[src/rtl/fft_pkg.sv]
`default_nettype none
// ============================================================================
//  Module   : fft_pkg
//  Brief    : Shared sizing and sequencer state encoding for the 64-point FFT
//  Revision : 1.0  initial release
// ============================================================================
package fft_pkg;

  localparam int N_LOG2   = 6;
  localparam int N_POINTS = 2 ** N_LOG2;

  typedef enum logic [2:0] {
    IDLE  = 3'd0,
    LOAD  = 3'd1,
    PROC  = 3'd2,
    DRAIN = 3'd3,
    OUT   = 3'd4
  } seq_state_t;

endpackage
`default_nettype wire

[src/rtl/fft_iter_counter.sv]
`default_nettype none
// ============================================================================
//  Module   : fft_iter_counter
//  Brief    : Butterfly/level counter; level advances when the iteration wraps
//  Revision : 1.0  initial release
// ============================================================================
module fft_iter_counter #(
  parameter int N_LOG2 = 6
) (
  input  logic              clk,
  input  logic              reset,
  input  logic              clear,
  input  logic              enable,
  output logic [N_LOG2-1:0] butterfly_iter,
  output logic [N_LOG2-1:0] fft_level,
  output logic              last_iter,
  output logic              last_level
);

  localparam logic [N_LOG2-1:0] c_one        = N_LOG2'(1);
  localparam logic [N_LOG2-1:0] c_last_iter  = N_LOG2'((1 << (N_LOG2 - 1)) - 1);
  localparam logic [N_LOG2-1:0] c_last_level = N_LOG2'(N_LOG2 - 1);

  logic [N_LOG2-1:0] r_iter;
  logic [N_LOG2-1:0] r_level;

  // The final level wraps straight back to 0 so the level never reads N_LOG2.
  always_ff @(posedge clk) begin
    if (reset || clear) begin
      r_iter  <= '0;
      r_level <= '0;
    end else if (enable) begin
      if (last_iter) begin
        r_iter  <= '0;
        r_level <= last_level ? '0 : r_level + c_one;
      end else begin
        r_iter  <= r_iter + c_one;
      end
    end
  end

  assign butterfly_iter = r_iter;
  assign fft_level      = r_level;
  assign last_iter      = (r_iter == c_last_iter);
  assign last_level     = (r_level == c_last_level);

endmodule
`default_nettype wire

[src/rtl/fft_sequencer.sv]
`default_nettype none
// ============================================================================
//  Module   : fft_sequencer
//  Brief    : Frame control FSM for the radix-2 FFT (load, levels, unload).
//             Define FFT_LEVEL_DRAIN_EN to insert DRAIN_CYCLES idle cycles
//             between butterfly levels.
//  Revision : 1.0  initial release
// ============================================================================
module fft_sequencer #(
  parameter int N_LOG2       = fft_pkg::N_LOG2,
  parameter int DRAIN_CYCLES = 2
) (
  input  logic              clk,
  input  logic              reset,
  input  logic              start,
  input  logic              in_valid,
  output logic              in_ready,
  input  logic              out_ready,
  output logic              out_valid,
  output logic              out_last,
  output logic              load,
  output logic              processing,
  output logic              done,
  output logic [N_LOG2-1:0] fft_level,
  output logic [N_LOG2-1:0] butterfly_iter,
  output logic [N_LOG2-1:0] load_address,
  output logic [N_LOG2-1:0] out_address,
  output logic              we_0,
  output logic              we_1,
  output logic              rd_sel
);
  import fft_pkg::*;

  localparam logic [2:0] c_st_idle  = IDLE;
  localparam logic [2:0] c_st_load  = LOAD;
  localparam logic [2:0] c_st_proc  = PROC;
  localparam logic [2:0] c_st_drain = DRAIN;
  localparam logic [2:0] c_st_out   = OUT;

  localparam int                c_points    = (N_LOG2 == fft_pkg::N_LOG2) ? N_POINTS : (1 << N_LOG2);
  localparam logic [N_LOG2-1:0] c_last_addr = N_LOG2'(c_points - 1);
  localparam logic [N_LOG2-1:0] c_one       = N_LOG2'(1);

  logic [2:0]        r_state;
  logic [2:0]        w_state_nxt;
  logic [N_LOG2-1:0] r_load_address;
  logic [N_LOG2-1:0] r_out_address;
  logic [N_LOG2-1:0] w_iter;
  logic [N_LOG2-1:0] w_level;
  logic              w_last_iter;
  logic              w_last_level;
  logic              w_drain_done;
  logic              w_in_load;
  logic              w_in_proc;
  logic              w_in_drain;
  logic              w_in_out;

  assign w_in_load  = (r_state == c_st_load);
  assign w_in_proc  = (r_state == c_st_proc);
  assign w_in_drain = (r_state == c_st_drain);
  assign w_in_out   = (r_state == c_st_out);

  fft_iter_counter #(
    .N_LOG2 (N_LOG2)
  ) u_iter_counter (
    .clk            (clk),
    .reset          (reset),
    .clear          (!(w_in_proc || w_in_drain)),
    .enable         (w_in_proc),
    .butterfly_iter (w_iter),
    .fft_level      (w_level),
    .last_iter      (w_last_iter),
    .last_level     (w_last_level)
  );

`ifdef FFT_LEVEL_DRAIN_EN
  localparam int             c_dw         = (DRAIN_CYCLES > 1) ? $clog2(DRAIN_CYCLES) : 1;
  localparam logic [c_dw-1:0] c_drain_last = c_dw'(DRAIN_CYCLES - 1);
  localparam logic [c_dw-1:0] c_drain_one  = c_dw'(1);

  logic [c_dw-1:0] r_drain_cnt;

  always_ff @(posedge clk) begin
    if (reset || !w_in_drain) begin
      r_drain_cnt <= '0;
    end else begin
      r_drain_cnt <= r_drain_cnt + c_drain_one;
    end
  end

  assign w_drain_done = (r_drain_cnt == c_drain_last);
`else
  logic w_unused_drain;
  assign w_unused_drain = (DRAIN_CYCLES != 0);
  assign w_drain_done   = 1'b1;
`endif

  always_comb begin
    w_state_nxt = r_state;
    case (r_state)
      c_st_idle:  if (start) w_state_nxt = c_st_load;
      c_st_load:  if (in_valid && (r_load_address == c_last_addr)) w_state_nxt = c_st_proc;
      c_st_proc: begin
        if (w_last_iter) begin
          if (w_last_level) begin
            w_state_nxt = c_st_out;
          end else begin
`ifdef FFT_LEVEL_DRAIN_EN
            w_state_nxt = c_st_drain;
`else
            w_state_nxt = c_st_proc;
`endif
          end
        end
      end
      c_st_drain: if (w_drain_done) w_state_nxt = c_st_proc;
      c_st_out:   if (out_ready && (r_out_address == c_last_addr)) w_state_nxt = c_st_idle;
      default:    w_state_nxt = c_st_idle;
    endcase
  end

  always_ff @(posedge clk) begin
    if (reset) begin
      r_state <= c_st_idle;
    end else begin
      r_state <= w_state_nxt;
    end
  end

  // Addresses are held at 0 outside their own phase, so they start clean every frame.
  always_ff @(posedge clk) begin
    if (reset || !w_in_load) begin
      r_load_address <= '0;
    end else if (in_valid) begin
      r_load_address <= r_load_address + c_one;
    end
  end

  always_ff @(posedge clk) begin
    if (reset || !w_in_out) begin
      r_out_address <= '0;
    end else if (out_ready) begin
      r_out_address <= r_out_address + c_one;
    end
  end

  assign load           = w_in_load;
  assign in_ready       = w_in_load;
  assign processing     = w_in_proc || w_in_drain;
  assign done           = w_in_out;
  assign out_valid      = w_in_out;
  assign out_last       = w_in_out && (r_out_address == c_last_addr);
  assign fft_level      = w_level;
  assign butterfly_iter = w_iter;
  assign load_address   = r_load_address;
  assign out_address    = r_out_address;
  assign rd_sel         = w_in_proc && w_level[0];

  // Write strobes are suppressed while reset is asserted so a partial frame leaves the RAMs alone.
  assign we_0 = !reset && ((w_in_load && in_valid) || (w_in_proc && w_level[0]));
  assign we_1 = !reset && w_in_proc && !w_level[0];

endmodule
`default_nettype wire

[config.mk]
export PLATFORM = sky130hd
export DESIGN_NAME = fft_sequencer
export DESIGN_NICKNAME = d
export VERILOG_FILES = /design/src/rtl/fft_pkg.sv /design/src/rtl/fft_iter_counter.sv /design/src/rtl/fft_sequencer.sv
export SDC_FILE = /design/constraint.sdc
export NUM_CORES = 1
export LEC_CHECK = 0
export ABC_AREA = 1
export BUFFER_PORTS_ARGS = -buffer_cell sky130_fd_sc_hd__buf_2
export CAP_MARGIN = 20
export CELL_PAD_IN_SITES_DETAIL_PLACEMENT = 0
export CELL_PAD_IN_SITES_GLOBAL_PLACEMENT = 1
export CORE_MARGIN = 1
export CORE_UTILIZATION = 39
export CTS_CLUSTER_DIAMETER = 200
export DETAILED_ROUTE_END_ITERATION = 16
export GPL_TIMING_DRIVEN = 1
export PLACE_DENSITY_LB_ADDON = 0.08
export REMOVE_ABC_BUFFERS = 1
export SYNTH_ARGS = -nofsm -noshare
export SYNTH_HDL_FRONTEND = slang
export SYNTH_SLANG_ARGS = --single-unit
[constraint.sdc]
create_clock -name clk -period 2.3 [get_ports clk]
set_input_delay 0.115 -clock clk [delete_from_list [all_inputs] [get_ports clk]]
set_output_delay 0.115 -clock clk [all_outputs]
set_load 0.03 [all_outputs]
==> impl_metrics.py <==
metrics = {
    "floorplan": {
        "pin_count": 38,
        "dieHeight_um": 61.9,
        "fp.dieW_um": 61.9,
        "die_area_mm2": 0.00383,
        "core_mm2": 0.00339,
        "start_util_pct": 41.3,
        "num_rows": 21,
    },
    "clock_tree": {
        "clk-insertion-delay-late_ps": 330,
        "cts_max_level": 1,
        "cts_tree": "yes",
        "cts_buffers": 3,
        "clock_path_buffers": 2,
        "cts.sinks": 27,
        "postCtsSetupRepairBufs": 0,
        "post_cts_resized": 0,
        "clk_pin_slew_ps": 140,
        "hold_buffers": 0,
        "clockRootBuffer": "clkbuf_4",
    },
    "cells_and_area": {
        "areaGrowthSynthToFinish_pct": 18.1,
        "final_nets": 242,
        "final_cell_area_mm2": 0.00165,
        "drive_gt1_share_pct": 22.1,
        "multi_input_area_um2": 737,
        "filler_cell_count": 361,
        "seq_area_um2": 541,
        "diodes": 0,
    },
    "worst_setup_path": {
        "cp_max_fo": 7,
        "worstSetupPathType": "reg -> out",
        "max_stage_delay_ps": 360,
        "end_kind": "output port",
        "required_ps": 2180,
        "crit_top_cell": "nand2_1",
        "crit_arrival_ps": 1750,
        "cp_slowest_cell": "dfxtp_1",
        "startpoint_type": "flip-flop",
        "path_cells": "inv_1, nand2_1, nor2_1, nand2_1, o21ai_0, buf_2",
    },
    "timing": {
        "maxSlewHeadroom_pct": 73.3,
        "worst-slew-pin-transition_ps": 397,
        "layout_min_cycle_time_ps": 1860,
        "rsz0062_at_grt": "no",
        "timing.fmax_mhz": 537,
        "setup_viol": 0,
        "min_period_over_period_pct": 80.9,
        "drv_slew": 0,
        "worst_slack_ps": 439,
        "hold_violations": 0,
        "fin_worst_skew_ps": 0.695,
    },
    "yosys": {
        "ys_ff_latch": 27,
        "synth_edf_count": 0,
        "synth_cell_types": 29,
        "synthTopCellsByCount": "37 x nand2_1, 31 x nor2_1, 27 x dfxtp_1",
        "yosysWarnings": 0,
        "synth.avg_cell_area_um2": 7.29,
        "synth_top_area_share_pct": 38.6,
        "synthMuxAreaShare_pct": 0.715,
        "synthAdderAreaFrac_pct": 4.47,
        "yosys.area_share.xor_xnor_pct": 5.00,
        "yosysTopAreaCell": "dfxtp_1",
        "synth_top_family_by_area": "simple AND/OR/NAND/NOR gates",
        "synth_cells": 192,
        "synth_flop_cell": "dfxtp_1",
        "yosys.cell_count.top_type": "nand2_1",
        "synth-simple-area-share_pct": 32.9,
        "ys_seq_area_share_pct": 38.6,
        "synth_compound_area_share_pct": 9.56,
        "synth_area_mm2": 0.00140,
        "synth-async-reset-ratio_pct": 0,
        "yosys-top-cells-area": "dfxtp_1 39%, nand2_1 9.9%, nor2_1 8.3%",
    },
    "run_status": {
        "status": "complete, no violations",
    },
    "placed_design": {
        "place_ws_ps": 721,
        "placed_cell_area_mm2": 0.00163,
        "gp_congestion": 0.771,
        "io_buffers": 37,
        "dp_hpwl_um": 2280,
    },
    "job": {
        "maxCapViolCount": 0,
    },
    "global_route": {
        "grt_pass1_wl_um": 4730,
        "grt_max_degree": 15,
        "grt_overflow_total": 0,
        "antenna_found_initial": 0,
        "grt_pass1_vias": 1134,
        "grtUsageTotal_pct": 16.7,
    },
    "min_path": {
        "hold_path.class": "in -> reg",
    },
    "detailed_routing": {
        "dr.pass1.iters": 5,
        "drt-total-wl_um": 2840,
        "postRouteAntennaNets": 0,
        "drc_errors": 0,
        "first_iter_violations": 24,
        "wl_per_cell_um": 10.3,
        "vias": 1305,
        "viasPerCell": 4.71,
    },
    "pwr": {
        "p_leak_nw": 0.752,
        "p_per_area_mw_per_mm2": 741,
        "ir_worst_vdd_uv": 294,
    },
}
[where the power goes]
group	internal, mW	switching [mW]	total (mW)
logic	0.141	0.351	0.492
registers	0.498	0.0260	0.524
clock network	0.0681	0.142	0.210
total	0.707	0.519	1.23
[metal layers]
layer  share of wire (%)  wire length, µm  up-vias  GRT usage, %
met3                 3.8              108        5          3.11
li1                    -                -      690             -
met2                  44             1240       29          26.0
met4                 1.8               50        0          6.98
met5                   0                0        -             0
met1                  51             1440      581          22.8
[worst paths after layout]
kind / from / slack (ps) / endpoint / cells past startpoint
worst max-delay path: r_state[2]$_SDFFE_PP0P_ / 440 / we_0 / 6
worst max register to register: u_iter_counter.butterfly_iter[0]$_SDFFE_PP0N_ / 680 / r_state[2]$_SDFFE_PP0P_ / 8
worst min-delay path: in_valid / 70 / load_address[1]$_SDFFE_PP0P_ / 3
worst min register to register: load_address[1]$_SDFFE_PP0P_ / 520 / load_address[1]$_SDFFE_PP0P_ / 2
[state kept, by name, summed over array words and instances, names as in the netlist]
name	flops
load_address	6
u_iter_counter.fft_level	6
r_state	3
u_iter_counter.butterfly_iter	6
out_address	6
[critical path, delay by kind of cell, from the launching register on]
| family | cells | cell delay, ps |
|---|---|---|
| buffers and inverters | 2 | 310 |
| AND/OR/NAND/NOR | 3 | 550 |
| flip-flops | 1 | 360 |
| AO/OA/AOI/OAI | 1 | 200 |
[through the flow]
stage	hold slack (ps)	TNS, ps	utilization (%)	instances	total power [mW]
final	70.4	0	48.8	277	1.23
after CTS	56.9	0	48.8	277	1.24
after floorplan	255	-1190	-	190	0.913
after detailed placement	425	0	48.0	273	1.03
after global placement	414	0	48.0	273	1.02
after global routing	64.5	0	48.8	277	1.31
[layout make-up]
type	count	share of cell area, %
Sequential cell	27	32.7
Multi-Input combinational cell	136	44.6
Clock buffer	4	1.59
Timing Repair Buffer	37	11.2
Inverter	27	6.51
Tap cell	46	3.48
[placed cells by master, fill, tap and decap left out, types with 2 or more instances in the layout]
cell       n
nand2_1   37
buf_2     37
nor2_1    31
dfxtp_1   27
inv_1     24
a21oi_1   13
nand3_1   10
nor3_1     6
xor2_1     6
o21ai_0    5
ha_1       5
nor2_4     4
clkbuf_4   3
nand2_4    2
nand4_1    2
nand3b_1   2
a211oi_1   2
xnor2_1    2
[cell families (layout without fill, tap and decap cells)]
family	after synthesis	count (layout)
mux	1	1
simple gates	98	98
xor+xnor	8	8
fa+ha+maj	5	5
compound gates	24	24
flops	27	27
buf+inv	29	68
(Power assumes the default switching activity.)
